## config.mk

```make
export PLATFORM = sky130hd
export DESIGN_NAME = jtag_host_driver_flat
export DESIGN_NICKNAME = d
export VERILOG_FILES = /design/src/rtl/jtag_host_driver_if.sv /design/src/rtl/jtag_host_driver.sv /design/src/flat_wrapper.sv
export SDC_FILE = /design/constraint.sdc
export NUM_CORES = 1
export LEC_CHECK = 0
export BUFFER_PORTS_ARGS = -buffer_cell sky130_fd_sc_hd__buf_2
export CAP_MARGIN = 40
export CORE_ASPECT_RATIO = 0.6
export CORE_MARGIN = 8
export CORE_UTILIZATION = 46
export CTS_CLUSTER_DIAMETER = 60
export DETAILED_ROUTE_END_ITERATION = 6
export SLEW_MARGIN = 0
export SYNTH_ARGS = -nofsm -noshare
export SYNTH_HDL_FRONTEND = slang
export SYNTH_SLANG_ARGS = --single-unit
export TNS_END_PERCENT = 20
```

## constraint.sdc

```tcl
create_clock -name clk -period 9.8 [get_ports clk]
set_input_delay 1.96 -clock clk [delete_from_list [all_inputs] [get_ports clk]]
set_output_delay 1.96 -clock clk [all_outputs]
set_load 0.02 [all_outputs]
```

## src/rtl/jtag_host_driver_if.sv

```systemverilog
// Command/response port between the test sequencer (master) and the JTAG host driver (slave).
// Commands and responses each use their own valid/ready pair.
interface jtag_host_driver_if #(
  parameter int MAX_LEN = 32,
  parameter int LEN_W   = 6
) ();
  logic               cmd_valid;
  logic               cmd_ready;
  logic [1:0]         cmd_op;
  logic [LEN_W-1:0]   cmd_len;
  logic [MAX_LEN-1:0] cmd_data;
  logic               rsp_valid;
  logic               rsp_ready;
  logic [MAX_LEN-1:0] rsp_data;
  logic               rsp_err;

  modport master (
    output cmd_valid, cmd_op, cmd_len, cmd_data, rsp_ready,
    input  cmd_ready, rsp_valid, rsp_data, rsp_err
  );

  modport slave (
    input  cmd_valid, cmd_op, cmd_len, cmd_data, rsp_ready,
    output cmd_ready, rsp_valid, rsp_data, rsp_err
  );
endinterface

```

## src/rtl/jtag_host_driver.sv

```systemverilog
// JTAG initiator: turns RESET / IR_SCAN / DR_SCAN / IDLE commands into TCK/TMS/TDI activity,
// captures TDO, and mirrors the target TAP state.
module jtag_host_driver #(
  parameter int TCK_HALF = 2,
  parameter int MAX_LEN  = 32,
  parameter int LEN_W    = 6
) (
  input  logic              clk,
  input  logic              TRST_n,
  jtag_host_driver_if.slave cmd_if,
  output logic              TCK,
  output logic              TMS,
  output logic              TDI,
  input  logic              TDO,
  output logic [3:0]        tap_state
);
  localparam int SEQ_W  = MAX_LEN + 8;
  localparam int CNT_W  = $clog2(SEQ_W + 1);
  localparam int HALF_W = (TCK_HALF > 1) ? $clog2(TCK_HALF) : 1;

  localparam logic [1:0] OP_RESET = 2'd0;
  localparam logic [1:0] OP_IR    = 2'd1;
  localparam logic [1:0] OP_DR    = 2'd2;
  localparam logic [1:0] OP_IDLE  = 2'd3;

  localparam logic [3:0] TAP_TLR       = 4'd0;
  localparam logic [3:0] TAP_RTI       = 4'd1;
  localparam logic [3:0] TAP_SEL_DR    = 4'd2;
  localparam logic [3:0] TAP_CAP_DR    = 4'd3;
  localparam logic [3:0] TAP_SHIFT_DR  = 4'd4;
  localparam logic [3:0] TAP_EXIT1_DR  = 4'd5;
  localparam logic [3:0] TAP_PAUSE_DR  = 4'd6;
  localparam logic [3:0] TAP_EXIT2_DR  = 4'd7;
  localparam logic [3:0] TAP_UPD_DR    = 4'd8;
  localparam logic [3:0] TAP_SEL_IR    = 4'd9;
  localparam logic [3:0] TAP_CAP_IR    = 4'd10;
  localparam logic [3:0] TAP_SHIFT_IR  = 4'd11;
  localparam logic [3:0] TAP_EXIT1_IR  = 4'd12;
  localparam logic [3:0] TAP_PAUSE_IR  = 4'd13;
  localparam logic [3:0] TAP_EXIT2_IR  = 4'd14;
  localparam logic [3:0] TAP_UPD_IR    = 4'd15;

  typedef enum logic [2:0] {
    ST_IDLE   = 3'd0,
    ST_LOAD   = 3'd1,
    ST_CLK_LO = 3'd2,
    ST_CLK_HI = 3'd3,
    ST_RESP   = 3'd4
  } state_e;

  function automatic logic [3:0] tap_next(input logic [3:0] cur, input logic tms);
    logic [3:0] nxt;
    case (cur)
      TAP_TLR:      nxt = tms ? TAP_TLR      : TAP_RTI;
      TAP_RTI:      nxt = tms ? TAP_SEL_DR   : TAP_RTI;
      TAP_SEL_DR:   nxt = tms ? TAP_SEL_IR   : TAP_CAP_DR;
      TAP_CAP_DR:   nxt = tms ? TAP_EXIT1_DR : TAP_SHIFT_DR;
      TAP_SHIFT_DR: nxt = tms ? TAP_EXIT1_DR : TAP_SHIFT_DR;
      TAP_EXIT1_DR: nxt = tms ? TAP_UPD_DR   : TAP_PAUSE_DR;
      TAP_PAUSE_DR: nxt = tms ? TAP_EXIT2_DR : TAP_PAUSE_DR;
      TAP_EXIT2_DR: nxt = tms ? TAP_UPD_DR   : TAP_SHIFT_DR;
      TAP_UPD_DR:   nxt = tms ? TAP_SEL_DR   : TAP_RTI;
      TAP_SEL_IR:   nxt = tms ? TAP_TLR      : TAP_CAP_IR;
      TAP_CAP_IR:   nxt = tms ? TAP_EXIT1_IR : TAP_SHIFT_IR;
      TAP_SHIFT_IR: nxt = tms ? TAP_EXIT1_IR : TAP_SHIFT_IR;
      TAP_EXIT1_IR: nxt = tms ? TAP_UPD_IR   : TAP_PAUSE_IR;
      TAP_PAUSE_IR: nxt = tms ? TAP_EXIT2_IR : TAP_PAUSE_IR;
      TAP_EXIT2_IR: nxt = tms ? TAP_UPD_IR   : TAP_SHIFT_IR;
      TAP_UPD_IR:   nxt = tms ? TAP_SEL_DR   : TAP_RTI;
      default:      nxt = TAP_TLR;
    endcase
    return nxt;
  endfunction

  state_e             state_r;
  logic               cmd_ready_r;
  logic               rsp_valid_r;
  logic               rsp_err_r;
  logic [MAX_LEN-1:0] rsp_data_r;
  logic               tck_r;
  logic               tms_r;
  logic               tdi_r;
  logic [3:0]         tap_state_r;
  logic [1:0]         op_r;
  logic [LEN_W-1:0]   len_r;
  logic [MAX_LEN-1:0] shift_r;
  logic [MAX_LEN-1:0] cap_r;
  logic [MAX_LEN-1:0] cap_mask_r;
  logic [SEQ_W-1:0]   seq_r;
  logic [CNT_W-1:0]   bits_left_r;
  logic [HALF_W-1:0]  half_cnt_r;

  logic               err_s;
  logic               scan_op_s;
  logic               shifting_s;
  logic               half_last_s;
  logic [SEQ_W-1:0]   seq_s;
  logic [SEQ_W-1:0]   hdr_s;
  logic [CNT_W-1:0]   total_s;
  logic [CNT_W-1:0]   pre_s;
  logic [CNT_W-1:0]   hdr_len_s;
  logic [CNT_W-1:0]   len_ext_s;

  // Build the LSB-first TMS sequence and bit count for the latched command.
  always_comb begin
    scan_op_s   = (op_r == OP_IR) || (op_r == OP_DR);
    shifting_s  = scan_op_s && ((tap_state_r == TAP_SHIFT_DR) || (tap_state_r == TAP_SHIFT_IR));
    half_last_s = (half_cnt_r == HALF_W'(TCK_HALF - 1));
    len_ext_s   = CNT_W'(len_r);
    if (tap_state_r == TAP_TLR) begin
      pre_s = CNT_W'(1'b1);
    end else begin
      pre_s = '0;
    end
    if (op_r == OP_IR) begin
      hdr_s     = SEQ_W'(4'b0011);
      hdr_len_s = CNT_W'(3'd4);
    end else begin
      hdr_s     = SEQ_W'(4'b0001);
      hdr_len_s = CNT_W'(3'd3);
    end
    err_s   = 1'b0;
    seq_s   = '0;
    total_s = '0;
    case (op_r)
      OP_RESET: begin
        seq_s   = SEQ_W'(6'b011111);
        total_s = CNT_W'(3'd6);
      end
      OP_IR, OP_DR: begin
        if ((len_r == '0) || (len_r > LEN_W'(MAX_LEN))) begin
          err_s = 1'b1;
        end else begin
          // Header after the optional TLR->RTI bit, then exit on the last shift bit, Update, RTI.
          seq_s   = (hdr_s << pre_s)
                  | (SEQ_W'(3'b011) << (pre_s + hdr_len_s + len_ext_s - CNT_W'(1'b1)));
          total_s = pre_s + hdr_len_s + len_ext_s + CNT_W'(2'd2);
        end
      end
      OP_IDLE: begin
        if ((len_r == '0) || (len_r > LEN_W'(MAX_LEN))) begin
          err_s = 1'b1;
        end else begin
          total_s = pre_s + len_ext_s;
        end
      end
      default: err_s = 1'b1;
    endcase
  end

  // Controller: accept, generate TCK bits, sample TDO on TCK rise, hold response.
  always_ff @(posedge clk or negedge TRST_n) begin
    if (!TRST_n) begin
      state_r     <= ST_IDLE;
      cmd_ready_r <= 1'b0;
      rsp_valid_r <= 1'b0;
      rsp_err_r   <= 1'b0;
      rsp_data_r  <= '0;
      tck_r       <= 1'b0;
      tms_r       <= 1'b1;
      tdi_r       <= 1'b0;
      tap_state_r <= TAP_TLR;
      op_r        <= OP_RESET;
      len_r       <= '0;
      shift_r     <= '0;
      cap_r       <= '0;
      cap_mask_r  <= '0;
      seq_r       <= '0;
      bits_left_r <= '0;
      half_cnt_r  <= '0;
    end else begin
      case (state_r)
        ST_IDLE: begin
          if (cmd_ready_r && cmd_if.cmd_valid) begin
            cmd_ready_r <= 1'b0;
            op_r        <= cmd_if.cmd_op;
            len_r       <= cmd_if.cmd_len;
            shift_r     <= cmd_if.cmd_data;
            state_r     <= ST_LOAD;
          end else if (!rsp_valid_r) begin
            cmd_ready_r <= 1'b1;
          end
        end
        ST_LOAD: begin
          cap_r      <= '0;
          cap_mask_r <= {{(MAX_LEN-1){1'b0}}, 1'b1};
          rsp_data_r <= '0;
          half_cnt_r <= '0;
          if (err_s) begin
            rsp_err_r   <= 1'b1;
            rsp_valid_r <= 1'b1;
            state_r     <= ST_RESP;
          end else begin
            rsp_err_r   <= 1'b0;
            seq_r       <= seq_s;
            bits_left_r <= total_s;
            tms_r       <= seq_s[0];
            tdi_r       <= shifting_s ? shift_r[0] : 1'b0;
            state_r     <= ST_CLK_LO;
          end
        end
        ST_CLK_LO: begin
          if (half_last_s) begin
            half_cnt_r  <= '0;
            tck_r       <= 1'b1;
            tap_state_r <= tap_next(tap_state_r, tms_r);
            if (shifting_s) begin
              if (TDO) begin
                cap_r <= cap_r | cap_mask_r;
              end
              cap_mask_r <= {cap_mask_r[MAX_LEN-2:0], 1'b0};
              shift_r    <= {1'b0, shift_r[MAX_LEN-1:1]};
            end
            state_r <= ST_CLK_HI;
          end else begin
            half_cnt_r <= half_cnt_r + HALF_W'(1'b1);
          end
        end
        ST_CLK_HI: begin
          if (half_last_s) begin
            half_cnt_r  <= '0;
            tck_r       <= 1'b0;
            bits_left_r <= bits_left_r - CNT_W'(1'b1);
            seq_r       <= {1'b0, seq_r[SEQ_W-1:1]};
            if (bits_left_r == CNT_W'(1'b1)) begin
              tdi_r   <= 1'b0;
              state_r <= ST_RESP;
            end else begin
              // tap_state_r already holds the post-rise state, so it decides the next TDI.
              tms_r   <= seq_r[1];
              tdi_r   <= shifting_s ? shift_r[0] : 1'b0;
              state_r <= ST_CLK_LO;
            end
          end else begin
            half_cnt_r <= half_cnt_r + HALF_W'(1'b1);
          end
        end
        ST_RESP: begin
          if (!rsp_valid_r) begin
            rsp_valid_r <= 1'b1;
            rsp_data_r  <= cap_r;
          end else if (cmd_if.rsp_ready) begin
            rsp_valid_r <= 1'b0;
            cmd_ready_r <= 1'b1;
            state_r     <= ST_IDLE;
          end
        end
        default: begin
          state_r <= ST_IDLE;
        end
      endcase
    end
  end

  assign cmd_if.cmd_ready = cmd_ready_r;
  assign cmd_if.rsp_valid = rsp_valid_r;
  assign cmd_if.rsp_data  = rsp_data_r;
  assign cmd_if.rsp_err   = rsp_err_r;
  assign TCK              = tck_r;
  assign TMS              = tms_r;
  assign TDI              = tdi_r;
  assign tap_state        = tap_state_r;
endmodule

```

## src/flat_wrapper.sv

```systemverilog
// flat-port wrapper written by rule: the top's interface ports become plain ports
module jtag_host_driver_flat 
#(
  parameter int TCK_HALF = 2,
  parameter int MAX_LEN  = 32,
  parameter int LEN_W    = 6
)
  (clk, TRST_n, TCK, TMS, TDI, TDO, tap_state, cmd_if_cmd_valid, cmd_if_cmd_op, cmd_if_cmd_len, cmd_if_cmd_data, cmd_if_rsp_ready, cmd_if_cmd_ready, cmd_if_rsp_valid, cmd_if_rsp_data, cmd_if_rsp_err);
  jtag_host_driver_if #(.MAX_LEN(MAX_LEN), .LEN_W(LEN_W)) cmd_if_i ();
  input  logic clk;
  input  logic TRST_n;
  output logic TCK;
  output logic TMS;
  output logic TDI;
  input  logic TDO;
  output logic [3:0] tap_state;
  input wire logic [$bits(cmd_if_i.cmd_valid)-1:0] cmd_if_cmd_valid;
  input wire logic [$bits(cmd_if_i.cmd_op)-1:0] cmd_if_cmd_op;
  input wire logic [$bits(cmd_if_i.cmd_len)-1:0] cmd_if_cmd_len;
  input wire logic [$bits(cmd_if_i.cmd_data)-1:0] cmd_if_cmd_data;
  input wire logic [$bits(cmd_if_i.rsp_ready)-1:0] cmd_if_rsp_ready;
  output wire logic [$bits(cmd_if_i.cmd_ready)-1:0] cmd_if_cmd_ready;
  output wire logic [$bits(cmd_if_i.rsp_valid)-1:0] cmd_if_rsp_valid;
  output wire logic [$bits(cmd_if_i.rsp_data)-1:0] cmd_if_rsp_data;
  output wire logic [$bits(cmd_if_i.rsp_err)-1:0] cmd_if_rsp_err;
  assign cmd_if_i.cmd_valid = cmd_if_cmd_valid;
  assign cmd_if_i.cmd_op = cmd_if_cmd_op;
  assign cmd_if_i.cmd_len = cmd_if_cmd_len;
  assign cmd_if_i.cmd_data = cmd_if_cmd_data;
  assign cmd_if_i.rsp_ready = cmd_if_rsp_ready;
  assign cmd_if_cmd_ready = cmd_if_i.cmd_ready;
  assign cmd_if_rsp_valid = cmd_if_i.rsp_valid;
  assign cmd_if_rsp_data = cmd_if_i.rsp_data;
  assign cmd_if_rsp_err = cmd_if_i.rsp_err;
  jtag_host_driver #(.TCK_HALF(TCK_HALF), .MAX_LEN(MAX_LEN), .LEN_W(LEN_W)) u_core (.clk(clk), .TRST_n(TRST_n), .cmd_if(cmd_if_i), .TCK(TCK), .TMS(TMS), .TDI(TDI), .TDO(TDO), .tap_state(tap_state));
endmodule
```

Yosys cells after proc, flatten, opt, wreduce, memory -nomap -nowiden:

Cells that the tools add are included.

* muxes and demuxes: 74
* reduce and logical (&&, ||, !) cells: 34
* equality and inequality tests: 35
* bitwise logic cells: 2
* add/subtract/negate cells: 7
* $lt $le $gt $ge: 1
* divide/modulo/power cells: 0
* multipliers: 0
* shift-type cells: 2

Operators by type and width (count)
* $mux W32: 9
* $pmux W32 S2: 4
* $pmux W40 S2: 2
* $mux W40: 3
* $pmux W4 S12: 1
* $or A40 B40 Y40: 1
* $shl A2 B6 Y40: 1
* $shl A2 B6 Y40 const A: 1
* $eq A4 B4 Y1 const B: 8
* $or A32 B32 Y32: 1
* $mux W3: 10
* $mux W1: 24
* $mux W6: 4
* $pmux W6 S3: 1
* $eq A4 B3 Y1 const B: 4
* $mux W4: 4
* $reduce_and A4 Y1: 4
* $pmux W3 S5: 1
* $reduce_bool A2 Y1: 7
* $add A6 B6 Y6: 2
* $ne A2 B1 Y1 const B: 6
* $pmux W1 S2: 6
* $pmux W6 S2: 1
* $sub A6 B1 Y6 const B: 2
* 26 further kinds: 48

* register bits: 196
* bits of input ports: 45
* output and inout bits: 42
* memories: 0
* RAM bits: 0
* bits in read-only memories: 0
* word-level logic and storage cells: 172
* bits in latches: 0

Depth between registers and ports, before layout:

Gate-level depths: netlist (run 1).

* depth after elaboration: 11
* gate-level depth with buffers: 15
* gate-level depth less buffers: 13

Worst setup path after synthesis (run 1):

Ideal clock, no wire load.

* kind: register to register
* start point: reg u_core.tap_state_r[2] (netlist: u_core.tap_state[2])
* end point: reg u_core.seq_r[20]
* arrival: 3931 ps
* setup time: 82 ps
* period minus slack after synthesis: 4013 ps
* buffers on the path: 2
* setup slack: 5787 ps
* cell stages (with the launch flop): 16
* required time: 9718 ps
* cells stage by stage: dfrtp_1 -> clkbuf_1 -> nor4_1 -> inv_1 -> fa_1 -> inv_1 -> fa_1 -> inv_1 -> ha_1 -> and2_1 -> mux2i_1 -> o31a_1 -> a21oi_1 -> buf_2 -> nand4_1 -> a31oi_1

* cells in the longest elaborated chain, start to end: 11
* elaborated cells on any way between the ends: 12
* classes of those cells: add/sub: 3; shift: 2; mux: 5; bitwise: 1; reduce/logical: 1

Ends and longest elaborated chain
* start, declared: line jtag_host_driver.sv:83 `logic [3:0] tap_state_r;`
* start signal, assigned: line jtag_host_driver.sv:206 `tap_state_r <= tap_next(tap_state_r, tms_r);`
* $logic_not A4 Y1 (*): line jtag_host_driver.sv:110 `if (tap_state_r == TAP_TLR) begin`
* $mux W1 (*): line jtag_host_driver.sv:110
* $add A6 B3 Y6: line jtag_host_driver.sv:136 `| (SEQ_W'(3'b011) << (pre_s + hdr_len_s + len_ext_s - CNT_W'(1'b1)));`
* $add A6 B6 Y6: line jtag_host_driver.sv:136
* $sub A6 B1 Y6: line jtag_host_driver.sv:136
* $shl A2 B6 Y40: line jtag_host_driver.sv:136
* $or A40 B40 Y40 (*): line jtag_host_driver.sv:136
* $mux W40 (*): line jtag_host_driver.sv:131 `if ((len_r == '0) || (len_r > LEN_W'(MAX_LEN))) begin`
* $pmux W40 S2 (*): line jtag_host_driver.sv:125 `case (op_r)`
* $mux W40 (*): line jtag_host_driver.sv:189 `if (err_s) begin`
* $pmux W40 S2 (*): line jtag_host_driver.sv:172 `case (state_r)`
* end signal, assigned: line jtag_host_driver.sv:195 `seq_r <= seq_s;`
* end signal, assigned: line jtag_host_driver.sv:224 `seq_r <= {1'b0, seq_r[SEQ_W-1:1]};`
* end, declared: line jtag_host_driver.sv:89 `logic [SEQ_W-1:0] seq_r;`

Every way passes the cells marked *; elsewhere a longest branch is shown, timed or not. The select of a mux whose other input is x is not followed.
A chain may end at the register's enable or synchronous reset.

Worst setup path in the final report (run 1):

* start point: reg u_core.tap_state_r[3] (netlist: u_core.tap_state[3])
* end point: reg u_core.seq_r[27]

The elaborated chain is that of the path after synthesis.

==> results.py, run 1 <==
metrics = {
    "run_status": {
        "status": "finished clean",
    },
    "yosys": {
        "synth.avg_cell_area_um2": 9.15,
        "post-synth-top-area-cell": "dfrtp_1",
        "yosysSeqAreaShare_pct": 52.1,
        "yosys-top-cells-area": "dfrtp_1 52%, nand2_1 7.5%, a21oi_1 5.4%",
        "async_flop_share_pct": 100,
        "synth.top_cell.area_share_pct": 51.8,
        "syn-cell-area_mm2": 0.00937,
        "yosysUniqueCellTypes": 64,
        "synth-edff-count": 0,
        "synth_cells": 1025,
        "syn_nets": 1090,
        "yosys_warnings": 0,
        "ys_ff_latch": 195,
        "synth_ff_type": "dfrtp_1",
    },
    "power_and_ir_drop": {
        "p_sw_uw": 340,
        "seq_power_share_pct": 53.0,
        "clock_power_share_pct": 44.5,
        "p_int_mw": 1.20,
        "power_density_mw_per_mm2": 144,
        "combPwrFrac_pct": 2.5,
        "p_leak_nw": 5.24,
        "swShare_pct": 22.1,
        "peakVddDrop_mv": 0.114,
    },
    "drt": {
        "highest_layer": "met5",
        "vias_per_cell": 5.55,
        "wire_per_inst_um": 17.2,
        "vias": 7571,
        "met3_wirelength_mm": 1.83,
        "drc": 0,
        "drt_iter0_markers": 602,
        "ant_nets": 0,
        "first_pass_iters": 5,
        "wl_met2_mm": 8.94,
        "wl_met1_mm": 12.4,
        "wl_mm": 23.4,
    },
    "worst_hold_path": {
        "hold_class": "reg -> reg",
    },
    "timing": {
        "hold_viol": 0,
        "period_needed_ns": 4.84,
        "maxSlewHeadroom_pct": 42.9,
        "period_share_pct": 49.4,
        "setup_tns_ns": 0,
        "setup_slack_ns": 4.96,
        "tightest_slew_ns": 0.857,
        "fmax_ghz": 0.207,
        "rsz0062_at_grt": "no",
        "setup_viol": 0,
        "slew_violations": 0,
        "skew_ns": 0.0105,
    },
    "critical_path": {
        "required_ns": 10.14,
        "critPathSlowestCell": "nor4_1",
        "start_kind": "register",
        "crit_arrival_ns": 5.18,
        "worstPathCellList": "nor4_1, inv_1, fa_1, inv_1, fa_1, inv_1, ha_1, and2_1, mux2i_1, o21ai_0, a21oi_1, buf_4, nand4b_1, o22ai_1",
        "path_common_cell": "inv_1",
        "slowest_delay_ns": 0.75,
        "worst_setup_path_end_kind": "register",
        "worstPathMaxFanout": 23,
        "path_class": "reg -> reg",
    },
    "final_layout": {
        "area_delta_synth_final_pct": 13.9,
        "design_area_mm2": 0.0107,
        "fill_cells": 1910,
        "n_antenna_cell": 0,
        "nNetsFinal": 1143,
        "drive_gt1_share_pct": 14.5,
    },
    "clocking": {
        "clock_path_buffers": 2,
        "h-tree-depth": 4,
        "cts_resized": 0,
        "post-cts-setup-buffer-count": 0,
        "cts_root_buf": "clkbuf_16",
        "clk_latency_ns": 0.44,
        "numCtsBuffers": 17,
        "cts_hold_buf": 0,
        "clock_sinks": 195,
        "path_clk_slew_ns": 0.06,
        "cts_tree": "done",
    },
    "run": {
        "max_cap_violations": 0,
    },
    "global_routing": {
        "grt_max_degree": 71,
        "antenna_found_initial": 1,
        "grt_overflow": 0,
        "grt_pass1_vias": 7106,
        "track_usage_pct": 18.8,
        "grt_pass1_wl_mm": 39.2,
    },
    "placement": {
        "io_buffers": 86,
        "hpwl_mm": 15.9,
        "place_area_mm2": 0.0101,
        "pre_cts_slack_ns": 5.06,
        "gp_congestion": 0.892,
    },
    "die": {
        "start_util_pct": 46.8,
        "io_pins": 87,
        "die-area_mm2": 0.0254,
        "die_w_um": 200,
        "die_h_um": 127,
        "rows": 40,
        "core-area_mm2": 0.0200,
    },
}
## cells in the mapped netlist, types with 7 or more instances
| cell | number |
|---|---|
| nand2_1 | 188 |
| clkbuf_1 | 48 |
| nand2b_1 | 8 |
| nand3_1 | 74 |
| a31oi_1 | 13 |
| and2_1 | 10 |
| o22ai_1 | 18 |
| ha_1 | 18 |
| dfrtp_1 | 194 |
| nor3_1 | 7 |
| inv_1 | 23 |
| buf_2 | 12 |
| mux2i_1 | 35 |
| a21oi_1 | 102 |
| nand4_1 | 14 |
| a32oi_1 | 14 |
| nor2_1 | 104 |
| o21ai_0 | 44 |
## kinds of logic (layout without fill, tap and decap cells)
family                   Yosys count  in the layout  share of synthesized area (%)
AO/OA/AOI/OAI                    233            233                           15.0
XOR/XNOR                           9              9                          0.988
adder cells (fa/ha/maj)           20             20                           2.83
buffers and inverters             93            158                           4.18
flip-flops                       195            195                           52.1
multiplexers                      41             41                           4.46
AND/OR/NAND/NOR                  434            434                           20.5
## layout by cell type, fill, tap and decap left out, types with 5 or more instances in the layout
cell type  synthesis  routed
buf_4              3      14
nor2_1           104     101
ha_1              18      18
clkbuf_16          0      17
nand2_1          188     188
nand2b_1           8       7
buf_2             12      85
xnor2_1            6       6
mux2i_1           35      35
o21ai_0           44      44
nor2b_1            5       5
nor3_1             7       7
mux2_2             6       6
a32oi_1           14      14
nand4_1           14      14
inv_1             23      23
a21oi_1          102     101
nand3_1           74      74
a31oi_1           13      13
o22ai_1           18      18
and2_1            10      10
dfrtp_1          194     194
## registers in the layout, indices dropped and copies added (netlist names), 2 cells and up
register / flops
u_core.shift_r: 32
u_core.tap_state: 4
u_core.len_ext_s: 6
u_core.cap_mask_r: 32
u_core.bits_left_r: 6
u_core.cmd_if.rsp_data: 32
u_core.seq_r: 39
u_core.cap_r: 32
u_core.op_r: 2
u_core.state_r: 3
## per-stage QoR
step	cells	utilization, %	power, mW	hold WS [ns]
after CTS	1363	53.4	1.56	0.466
after detailed placement	1332	50.5	0.870	0.451
final	1363	53.4	1.54	0.459
after global placement	1327	49.9	0.867	0.444
after global routing	1363	53.4	1.60	0.482
after floorplan	1025	-	0.838	0.442
## routing by layer
metal  global-route usage [%]  up-vias
met5                        0        -
met4                     4.14        2
met3                     6.81       17
met2                     23.3      210
met1                     29.8     3665
li1                         -     3677
## layout make-up
class	count	area [µm²]	area share, %
Clock buffer	21	470	4.40
Clock inverter	10	100	0.937
Inverter	23	86.3	0.808
Multi-Input combinational cell	737	4150	38.8
Sequential cell	195	4880	45.7
Tap cell	273	342	3.20
Timing Repair Buffer	104	654	6.13
## critical path, delay by kind of cell (launching register included)
family                     cells  cell delay (ns)
buffers and inverters          4             0.75
and+or+nand+nor                3             1.33
muxes                          1             0.26
adders and majority gates      3             1.23
AOI/OAI and AO/OA              3             0.64
DFF                            1             0.52
## final timing paths
check | cells after the start | from | slack (ns) | endpoint
max in group asynchronous | 3 | TRST_n | 7.28 | u_core.cap_mask_r[16]
hold reg to reg | 2 | u_core.cmd_if.rsp_data[26] | 0.46 | u_core.cmd_if.rsp_data[26]
setup reg to reg | 14 | u_core.tap_state[3] | 4.96 | u_core.seq_r[27]
setup / recovery | 14 | u_core.tap_state[3] | 4.96 | u_core.seq_r[27]
hold / removal | 2 | u_core.cmd_if.rsp_data[26] | 0.46 | u_core.cmd_if.rsp_data[26]
min in group asynchronous | 1 | TRST_n | 1.46 | u_core.shift_r[27]
## power by group through the flow
stage	Combinational (mW)	Sequential (mW)	Clock, mW
after detailed placement	0.0401	0.830	0
after floorplan	0.00933	0.829	0
after global routing	0.0452	0.815	0.738
after global placement	0.0371	0.830	0
final	0.0384	0.815	0.685
after CTS	0.0402	0.814	0.702
Power figures use the tool's default switching activity.
==> run 2, diff against run 1 <==
PLACE_DENSITY = 0.67   (was default)
clock period = 4.2 ns   (was 9.8 ns; I/O delays follow)
==> run 2 against run 1 <==
Compared with the run above:
- clock-buffer cell count decreased by 2
- non-clock buffer count up 13
- clock power rose to 2.6 times the previous value
- die area unchanged
- power grew 140%
- via count increased by 4.2%
- sequential share of layout area fell by 0.47 points
- register-to-register slack got worse by 4.8 ns
- sequential power up 130%
- critical path depth is 1 higher
- critical path type unchanged
- critical endpoint is now u_core.seq_r[29]
- largest cell class unchanged
- highest routed layer unchanged
==> results.py, run 2 (synthesized netlist as in run 1, its figures left out) <==
metrics = {
    "run_status": {
        "status": "finished clean",
    },
    "power_and_ir_drop": {
        "seq_power_share_pct": 50.6,
        "clock_power_share_pct": 47.1,
        "p_int_mw": 2.95,
        "peakVddDrop_mv": 0.295,
        "power_density_mw_per_mm2": 348,
        "p_sw_uw": 809,
        "p_leak_nw": 5.31,
        "combPwrFrac_pct": 2.3,
        "swShare_pct": 21.5,
        "finalPower_mw": 3.76,
    },
    "final_layout": {
        "nNetsFinal": 1156,
        "largest-register": "u_core.seq_r",
        "n_antenna_cell": 0,
        "final_cells": 1377,
        "area_delta_synth_final_pct": 15.1,
        "drive_gt1_share_pct": 16.0,
        "largest_reg_flops": 39,
        "layout_commonest_cell": "dfrtp_1",
        "utilization_pct": 53.9,
        "fill_cells": 1829,
        "final_cell_mix": "194 x dfrtp_1, 188 x nand2_1, 101 x nor2_1",
    },
    "critical_path": {
        "start_kind": "register",
        "worst_setup_path_end_kind": "register",
        "path_class": "reg -> reg",
        "required_ns": 4.54,
        "crit_arrival_ns": 4.33,
        "worstPathMaxFanout": 23,
    },
    "global_routing": {
        "track_usage_pct": 19.5,
        "antenna_found_initial": 3,
        "grt_pass1_vias": 7495,
        "grt_overflow": 0,
        "grt_max_degree": 106,
        "grt_pass1_wl_mm": 40.7,
    },
    "drt": {
        "highest_layer": "met5",
        "drc": 0,
        "ant_nets": 0,
        "vias": 7889,
        "vias_per_cell": 5.73,
        "wire_per_inst_um": 17.9,
        "met3_wirelength_mm": 2.17,
        "wl_mm": 24.6,
        "drt_iter0_markers": 782,
        "first_pass_iters": 6,
        "wl_met1_mm": 12.5,
        "wl_met2_mm": 9.63,
    },
    "clocking": {
        "clock_path_buffers": 2,
        "h-tree-depth": 4,
        "numCtsBuffers": 17,
        "cts_hold_buf": 0,
        "cts_root_buf": "clkbuf_16",
        "cts_tree": "done",
        "clk_latency_ns": 0.43,
        "path_clk_slew_ns": 0.07,
        "clock_sinks": 195,
    },
    "timing": {
        "maxSlewHeadroom_pct": 41.3,
        "slew_violations": 0,
        "fmax_ghz": 0.250,
        "setup_tns_ns": 0,
        "hold_viol": 0,
        "period_needed_ns": 4.00,
        "skew_ns": 0.0102,
        "tightest_slew_ns": 0.880,
        "setup_slack_ns": 0.205,
        "period_share_pct": 95.1,
        "setup_viol": 0,
    },
    "placement": {
        "placed_cells": 1345,
        "gp_congestion": 0.900,
        "pre_cts_slack_ns": 0.109,
        "hpwl_mm": 17.0,
        "io_buffers": 86,
    },
    "die": {
        "die_h_um": 127,
        "start_util_pct": 46.8,
        "die_w_um": 200,
        "die-area_mm2": 0.0254,
        "rows": 40,
        "core-area_mm2": 0.0200,
        "io_pins": 87,
    },
    "worst_hold_path": {
        "hold_class": "reg -> reg",
    },
    "run": {
        "max_cap_violations": 0,
    },
}
run 2: cell count changes in the layout (fill, tap and decap cells not counted), sizes merged:
cell | previous run | this run
inv | 26 | 28
clkinvlp | 1 | 2
clkbuf | 22 | 20
clkinv | 5 | 2
buf | 103 | 116
bufinv | 1 | 4
run 2: path summary, 6_finish.rpt:
kind / slack, ns / startpoint / cells past startpoint / endpoint
min in group asynchronous: 0.48 / TRST_n / 1 / u_core.seq_r[13]
min: 0.46 / u_core.cmd_if.rsp_data[27] / 2 / u_core.cmd_if.rsp_data[27]
max in group asynchronous: 2.75 / TRST_n / 2 / u_core.TMS
max reg2reg: 0.20 / u_core.tap_state[2] / 15 / u_core.seq_r[29]
min reg2reg: 0.46 / u_core.cmd_if.rsp_data[27] / 2 / u_core.cmd_if.rsp_data[27]
max: 0.20 / u_core.tap_state[2] / 15 / u_core.seq_r[29]
run 2: routing by layer:
layer | track usage (%) | up-vias
met4 | 4.87 | 6
met2 | 25.5 | 285
met1 | 29.7 | 3862
met3 | 6.63 | 34
li1 | - | 3702
met5 | 0 | -
run 2: power by group through the flow:
| stage | registers (mW) | logic (mW) | clock network (mW) |
|---|---|---|---|
| 6_report | 1.90 | 0.0877 | 1.77 |
| 5_1_grt | 1.90 | 0.102 | 1.88 |
| 4_1_cts | 1.90 | 0.0907 | 1.79 |
| 3_5_place_dp | 1.94 | 0.0903 | 0 |
| 3_3_place_gp | 1.94 | 0.0890 | 0 |
| 2_1_floorplan | 1.93 | 0.0218 | 0 |
run 2: layout make-up:
class                      instances  area [µm²]  area share (%)
clock buffer                      19         443            4.10
timing repair buffer             117         692            6.41
clock inverter                    13         195            1.81
tap                              273         342            3.16
multi-input combinational        737        4150            38.5
inverter                          23        86.3           0.800
sequential                       195        4880            45.2
run 2: worst max-delay path, cell delays in order, from the launching register on:
cell      delay, ns
dfrtp_1        0.39
nor4_2         0.30
buf_4          0.18
inv_1          0.07
fa_1           0.45
inv_1          0.09
fa_1           0.45
inv_2          0.11
ha_1           0.19
and2_2         0.21
mux2i_1        0.12
o31a_1         0.36
a21oi_2        0.20
buf_12         0.18
nand4b_1       0.29
o22ai_1        0.29
run 2: what timing repair did:
item,in CTS,in global routing
gates resized for setup,0,7
setup buffers,0,0
endpoints found under the setup margin,0,12
run 2: per-stage QoR:
step | cell area, µm² | hold slack (ns)
after floorplan | 9370 | 0.442
after global placement | 10100 | 0.445
after detailed placement | 10100 | 0.451
after CTS | 10800 | 0.466
after global routing | 10800 | 0.486
final | 10800 | 0.459
